$ cat src/rtl/frag_writer_pkg.sv
// frag_writer_pkg: shared pixel pipeline constants, half-float layout and write FSM encoding
package frag_writer_pkg;
  localparam int H_RES_DEF = 640;
  localparam int V_RES_DEF = 480;
  localparam int FP_W = 16;
  localparam int FP_EXP_W = 5;
  localparam int FP_MANT_W = 10;
  localparam int FP_BIAS = 15;
  localparam int PIX_W = 16;
  localparam int ADDR_W = 19;
  localparam int COLOR_W = 16;
  typedef enum logic {ST_IDLE = 1'b0, ST_WRITE = 1'b1} wr_state_e;
  typedef struct packed {
    logic [ADDR_W-1:0]  addr;
    logic [COLOR_W-1:0] data;
  } frag_t;
endpackage

$ cat src/rtl/fp16_to_pix.sv
// fp16_to_pix: maps a normalized half-float coordinate in [0,1) onto a pixel index in [0,RES)
module fp16_to_pix
  import frag_writer_pkg::*;
#(
  parameter int RES = H_RES_DEF
) (
  input  logic [FP_W-1:0]  fp,
  output logic [PIX_W-1:0] pix
);
  logic [FP_EXP_W-1:0] e;
  logic [31:0] prod;
  logic [31:0] scaled;
  // Scale the significand by RES and undo the exponent; negatives and zero/denormals pin to 0, >=1.0 pins to the last pixel
  always_comb begin
    e = fp[FP_W-2 -: FP_EXP_W];
    prod = ((32'(1) << FP_MANT_W) | 32'(fp[FP_MANT_W-1:0])) * 32'(RES);
    scaled = prod >> (FP_BIAS + FP_MANT_W - int'(e));
    pix = (fp[FP_W-1] || e == '0) ? '0
        : (int'(e) >= FP_BIAS || scaled >= 32'(RES)) ? PIX_W'(RES - 1)
        : PIX_W'(scaled);
  end
endmodule

$ cat src/rtl/frag_writer.sv
// frag_writer: converts fragments to framebuffer addresses, buffers them and issues acknowledged writes
module frag_writer
  import frag_writer_pkg::*;
#(
  parameter int H_RES = H_RES_DEF,
  parameter int V_RES = V_RES_DEF,
  parameter int FIFO_DEPTH = 4
) (
  input  logic               clk,
  input  logic               rst_n,
  input  logic               frag_rdy,
  input  logic [FP_W-1:0]    fp_x,
  input  logic [FP_W-1:0]    fp_y,
  input  logic [COLOR_W-1:0] frag_color,
  output logic               ds_rfd,
  output logic               fb_we,
  output logic [ADDR_W-1:0]  fb_addr,
  output logic [COLOR_W-1:0] fb_data,
  input  logic               fb_ack,
  input  logic               clr_count,
  output logic [ADDR_W-1:0]  frag_count,
  output logic               busy
);
  localparam int PW = $clog2(FIFO_DEPTH);
  logic [PIX_W-1:0] x_pix;
  logic [PIX_W-1:0] y_pix;
  logic             accept;
  logic             s1_valid;
  frag_t            s1;
  frag_t            mem [FIFO_DEPTH];
  logic [PW-1:0]    rd_ptr;
  logic [PW-1:0]    wr_ptr;
  logic [PW:0]      fifo_count;
  wr_state_e        state;
  logic             pop;
  logic             more;
  frag_t            nxt;

  fp16_to_pix #(.RES(H_RES)) u_x (.fp(fp_x), .pix(x_pix));
  fp16_to_pix #(.RES(V_RES)) u_y (.fp(fp_y), .pix(y_pix));

  // Counting the stage-1 slot against free space guarantees every accepted fragment has a FIFO entry
  assign ds_rfd = rst_n && (int'(fifo_count) + int'(s1_valid)) < FIFO_DEPTH;
  assign busy = rst_n && (s1_valid || fifo_count != '0 || state == ST_WRITE);
  assign accept = frag_rdy && ds_rfd;
  assign pop = state == ST_WRITE && fb_ack;
  // The head stays in the FIFO while being written, so a follow-on entry is either behind it or arriving from stage 1
  assign more = fifo_count > (PW+1)'(1) || s1_valid;
  assign nxt = fifo_count > (PW+1)'(1) ? mem[rd_ptr + PW'(1)] : s1;

  // Stage 1: register the converted address and color of an accepted fragment
  always_ff @(posedge clk) begin
    if (!rst_n) s1_valid <= 1'b0;
    else s1_valid <= accept;
    if (accept) s1 <= '{ADDR_W'(32'(y_pix) * 32'(H_RES) + 32'(x_pix)), frag_color};
  end

  // FIFO storage, written whenever stage 1 holds a fragment
  always_ff @(posedge clk) if (s1_valid) mem[wr_ptr] <= s1;

  // FIFO pointers and occupancy; push and pop in the same cycle leave the count unchanged
  always_ff @(posedge clk) begin
    if (!rst_n) begin
      rd_ptr <= '0;
      wr_ptr <= '0;
      fifo_count <= '0;
    end else begin
      wr_ptr <= wr_ptr + PW'(s1_valid);
      rd_ptr <= rd_ptr + PW'(pop);
      fifo_count <= fifo_count + (PW+1)'(s1_valid) - (PW+1)'(pop);
    end
  end

  // Write FSM: present the head entry and hold it until the framebuffer acknowledges
  always_ff @(posedge clk) begin
    if (!rst_n) begin
      state <= ST_IDLE;
      fb_we <= 1'b0;
      fb_addr <= '0;
      fb_data <= '0;
    end else if (state == ST_IDLE) begin
      if (fifo_count != '0) begin
        state <= ST_WRITE;
        fb_we <= 1'b1;
        {fb_addr, fb_data} <= mem[rd_ptr];
      end
    end else if (fb_ack) begin
      if (more) {fb_addr, fb_data} <= nxt;
      else begin
        state <= ST_IDLE;
        fb_we <= 1'b0;
      end
    end
  end

  // Completed-write counter; clear wins over a same-cycle increment and the count wraps naturally
  always_ff @(posedge clk) begin
    if (!rst_n || clr_count) frag_count <= '0;
    else if (pop) frag_count <= frag_count + ADDR_W'(1);
  end
endmodule
$ cat config.mk
export PLATFORM = sky130hd
export DESIGN_NAME = frag_writer
export DESIGN_NICKNAME = d
export VERILOG_FILES = /design/src/rtl/frag_writer_pkg.sv /design/src/rtl/fp16_to_pix.sv /design/src/rtl/frag_writer.sv
export SDC_FILE = /design/constraint.sdc
export NUM_CORES = 1
export LEC_CHECK = 0
export CORE_AREA = 2 2 197 199
export DETAILED_ROUTE_END_ITERATION = 10
export DIE_AREA = 0 0 199 201
export PLACE_DENSITY = 0.67
export SYNTH_ARGS = -nofsm -noshare
export SYNTH_HDL_FRONTEND = slang
export SYNTH_SLANG_ARGS = --single-unit
$ cat constraint.sdc
create_clock -name clk -period 9.3 [get_ports clk]
set_clock_uncertainty 0.05 [all_clocks]
set_input_delay 1.395 -clock clk [delete_from_list [all_inputs] [get_ports clk]]
set_output_delay 1.395 -clock clk [all_outputs]
set_load 0.02 [all_outputs]
==> flow_summary_export.csv <==
group,metric,value,unit
logic_synthesis,synth_edf_count,175,
logic_synthesis,synth_warnings,0,
placed_design,hpwl,22470,um
global_routing,grt_max_degree,74,
finish,nNetsFinal,1527,
finish,syn_to_final_growth,15.96,%
critical_path,reg2reg_depth,11,
hold_path,hold-path-endpoint,"fb_we",
critical_path,cp.required,9.50,ns
global_routing,track_usage,16.21,%
logic_synthesis,synth_ff_type,"edfxtp_1",
logic_synthesis,yosysTopAreaCellShare,35.23,%
clock_tree,cts.path.max_buffers,3,
logic_synthesis,ys_types,87,
logic_synthesis,postSynthAreaPerCell,11.50,um2
sta,drv_slew,0,
drt,wire_per_inst,17.13,um
floorplanning,die_y,201,um
global_routing,overflow,0,
clock_tree,cts-hold-fix-buffers,0,
critical_path,reg2reg_slack,6.20,ns
critical_path,end_kind,"register",
critical_path,reg2reg_from,"fifo_count[1]",
placed_design,io_buffers,109,
logic_synthesis,yosysSeqAreaShare,43.82,%
placed_design,gp_congestion,0.8551,
hold_path,hold_depth,2,
hold_path,hold_start,"fb_we",
global_routing,antenna_found_initial,0,
floorplanning,ios,110,
global_routing,grtUsageMet2,28.30,%
critical_path,cp-start-kind,"input pin",
power,p_per_area,247.5,nW/um2
logic_synthesis,async_flop_share,0,%
finish,diodes,0,
floorplanning,start_util,39.14,%
logic_synthesis,syn_area,14920,um2
critical_path,slowest_delay,0.61,ns
finish,ff_latch_area,6543,um2
run,cap_violations,0,
drt,antenna_left,0,
clock_tree,clk_latency,0.51,ns
finish,mostFrequentLayoutCells,"edfxtp_1, clkdlybuf4s50_1, a21oi_1",
floorplanning,core,38110,um2
clock_tree,post_cts_buffers,0,
drt,viasPerCell,5.554,
finish,layout_commonest_cell,"edfxtp_1",
global_routing,gr-max-usage-layer,"met2",
power,max-vdd-ir-drop,0.1497,mV
clock_tree,htreeDepth,1,
drt,drtIter0Drc,747,
sta,fin_tns_setup,0,ns
power,leakagePower,6.130,nW
critical_path,path_common_cell,"inv_1",
clock_tree,cts_resized,0,
sta,finalCriticalPeriod,8.240,ns
floorplanning,die_area,40000,um2
logic_synthesis,synthTopCellsByArea,"edfxtp_1, mux4_2, dfxtp_1",
clock_tree,cts_buffers,23,
sta,maxSlewHeadroom,29.67,%
sta,fmax,121.4,MHz
floorplanning,die-width,199,um
critical_path,arrival,8.44,ns
logic_synthesis,synth_area_leader_cell,"edfxtp_1",
clock_tree,cts_sinks,239,
drt,vias,10636,
sta,rsz0062_at_grt,"no",
finish,multiInputGateArea,7915,um2
critical_path,cp_slowest_cell,"clkdlybuf4s50_1",
global_routing,grt_use_met1,21.92,%
sta,finalSetupViolations,0,
clock_tree,root_buffer,"clkbuf_16",
global_routing,use_met3,1.630,%
drt,drc,0,
run_status,status,"finished clean",
logic_synthesis,synth_cells,1297,
drt,firstDrtPassIters,5,
critical_path,r2r_end,"fb_data[13]",
finish,drive_gt1_share,12.38,%
floorplanning,num_rows,72,
sta,hold_viol_final,0,
hold_path,holdCritPathClass,"reg2reg",
power,power,4.281,mW
critical_path,critPathMaxFanout,8,
global_routing,grt_first_pass_wirelength,53770,um
critical_path,worstSetupPathType,"in2reg",
drt,wl,32800,um
sta,period_share,88.60,%
logic_synthesis,synth_seq_cells,239,
clock_tree,clk_pin_slew,0.06,ns
clock_tree,cts_tree,"yes",
finish,nFillCells,3522,
global_routing,grt_pass1_vias,10573,
sta,worstMarginPinSlew,1.055,ns
==> area by class of cell <==
cell class                 instances  share of cell area (%)
sequential                       239                   37.82
tap                              518                   3.747
timing repair buffer             127                   7.089
clock buffer                      27                   3.414
clock inverter                    15                  0.7812
multi-input combinational        925                   45.76
inverter                          64                   1.389
==> cells in the mapped netlist (19+ instances only) <==
library cell / n
edfxtp_1: 175
a21oi_1: 103
nor2_1: 97
nand2_1: 75
mux4_2: 74
ha_1: 73
dfxtp_1: 64
inv_1: 60
clkbuf_1: 57
mux2i_1: 45
a211oi_1: 44
nor2b_1: 42
xor2_1: 28
o21ai_0: 27
xnor2_1: 26
nand3_1: 22
fa_1: 21
nor3_1: 19
==> sequential cells by signal (all words and copies together), names as in the netlist <==
signal,count
fb_addr,19
fb_data,16
fb_we,1
fifo_count,3
frag_count,19
mem,140
rd_ptr,2
s1,35
s1_valid,1
state,1
wr_ptr,2
==> metal layers <==
layer	share of wire [%]	vias to the layer above
met1	46	5288
met2	49	224
met4	1.4	0
met5	0	-
li1	-	5088
met3	3.6	36
==> power by group <==
part | total [mW] | leakage (nW) | internal [mW] | switching, mW
Sequential | 1.45 | 2.12 | 1.34 | 0.115
Combinational | 1.93 | 3.65 | 0.845 | 1.08
Clock | 0.902 | 0.356 | 0.513 | 0.389
==> how the worst max path moves through the flow <==
stage,startpoint,to,cells past startpoint
detailed placement,fp_y[8],s1[33],30
finish,fp_y[8],s1[33],30
global route,fp_y[8],s1[34],28
CTS,fp_y[8],s1[34],28
floorplan,fp_y[6],s1[33],30
global placement,fp_y[5],s1[33],29
==> metrics by stage <==
stage	setup slack, ns	instance area (um2)	utilization [%]	std cells	hold WS [ns]
finish	1.060	17300	45.39	1915	0.4285
global route	0.4127	17300	45.39	1915	0.4803
CTS	1.096	17300	45.39	1915	0.4336
detailed placement	0.5804	16570	43.49	1873	0.4196
global placement	0.6968	16570	43.49	1873	0.4067
floorplan	1.742	14940	-	1304	0.4310
==> logic make-up (layout without fill, tap and decap cells) <==
kind of cell / Yosys count / after routing / synth area share (%)
AO/OA/AOI/OAI: 324 / 324 / 15.27
XOR/XNOR: 55 / 55 / 3.280
adder cells (fa/ha/maj): 94 / 94 / 8.941
buffers and inverters: 140 / 233 / 3.607
flip-flops: 239 / 239 / 43.82
multiplexers: 124 / 124 / 14.57
other: 1 / 8 / 0.02514
AND/OR/NAND/NOR: 320 / 320 / 10.48
==> critical path, delay by kind of cell <==
kind,cells,cell delay (ns)
XOR/XNOR,2,0.44
AND/OR/NAND/NOR,2,0.18
multiplexers,1,0.30
buffers and inverters,6,0.98
adder cells (fa/ha/maj),7,2.61
AO/OA/AOI/OAI,12,2.55
Power figures use the tool's default switching activity.
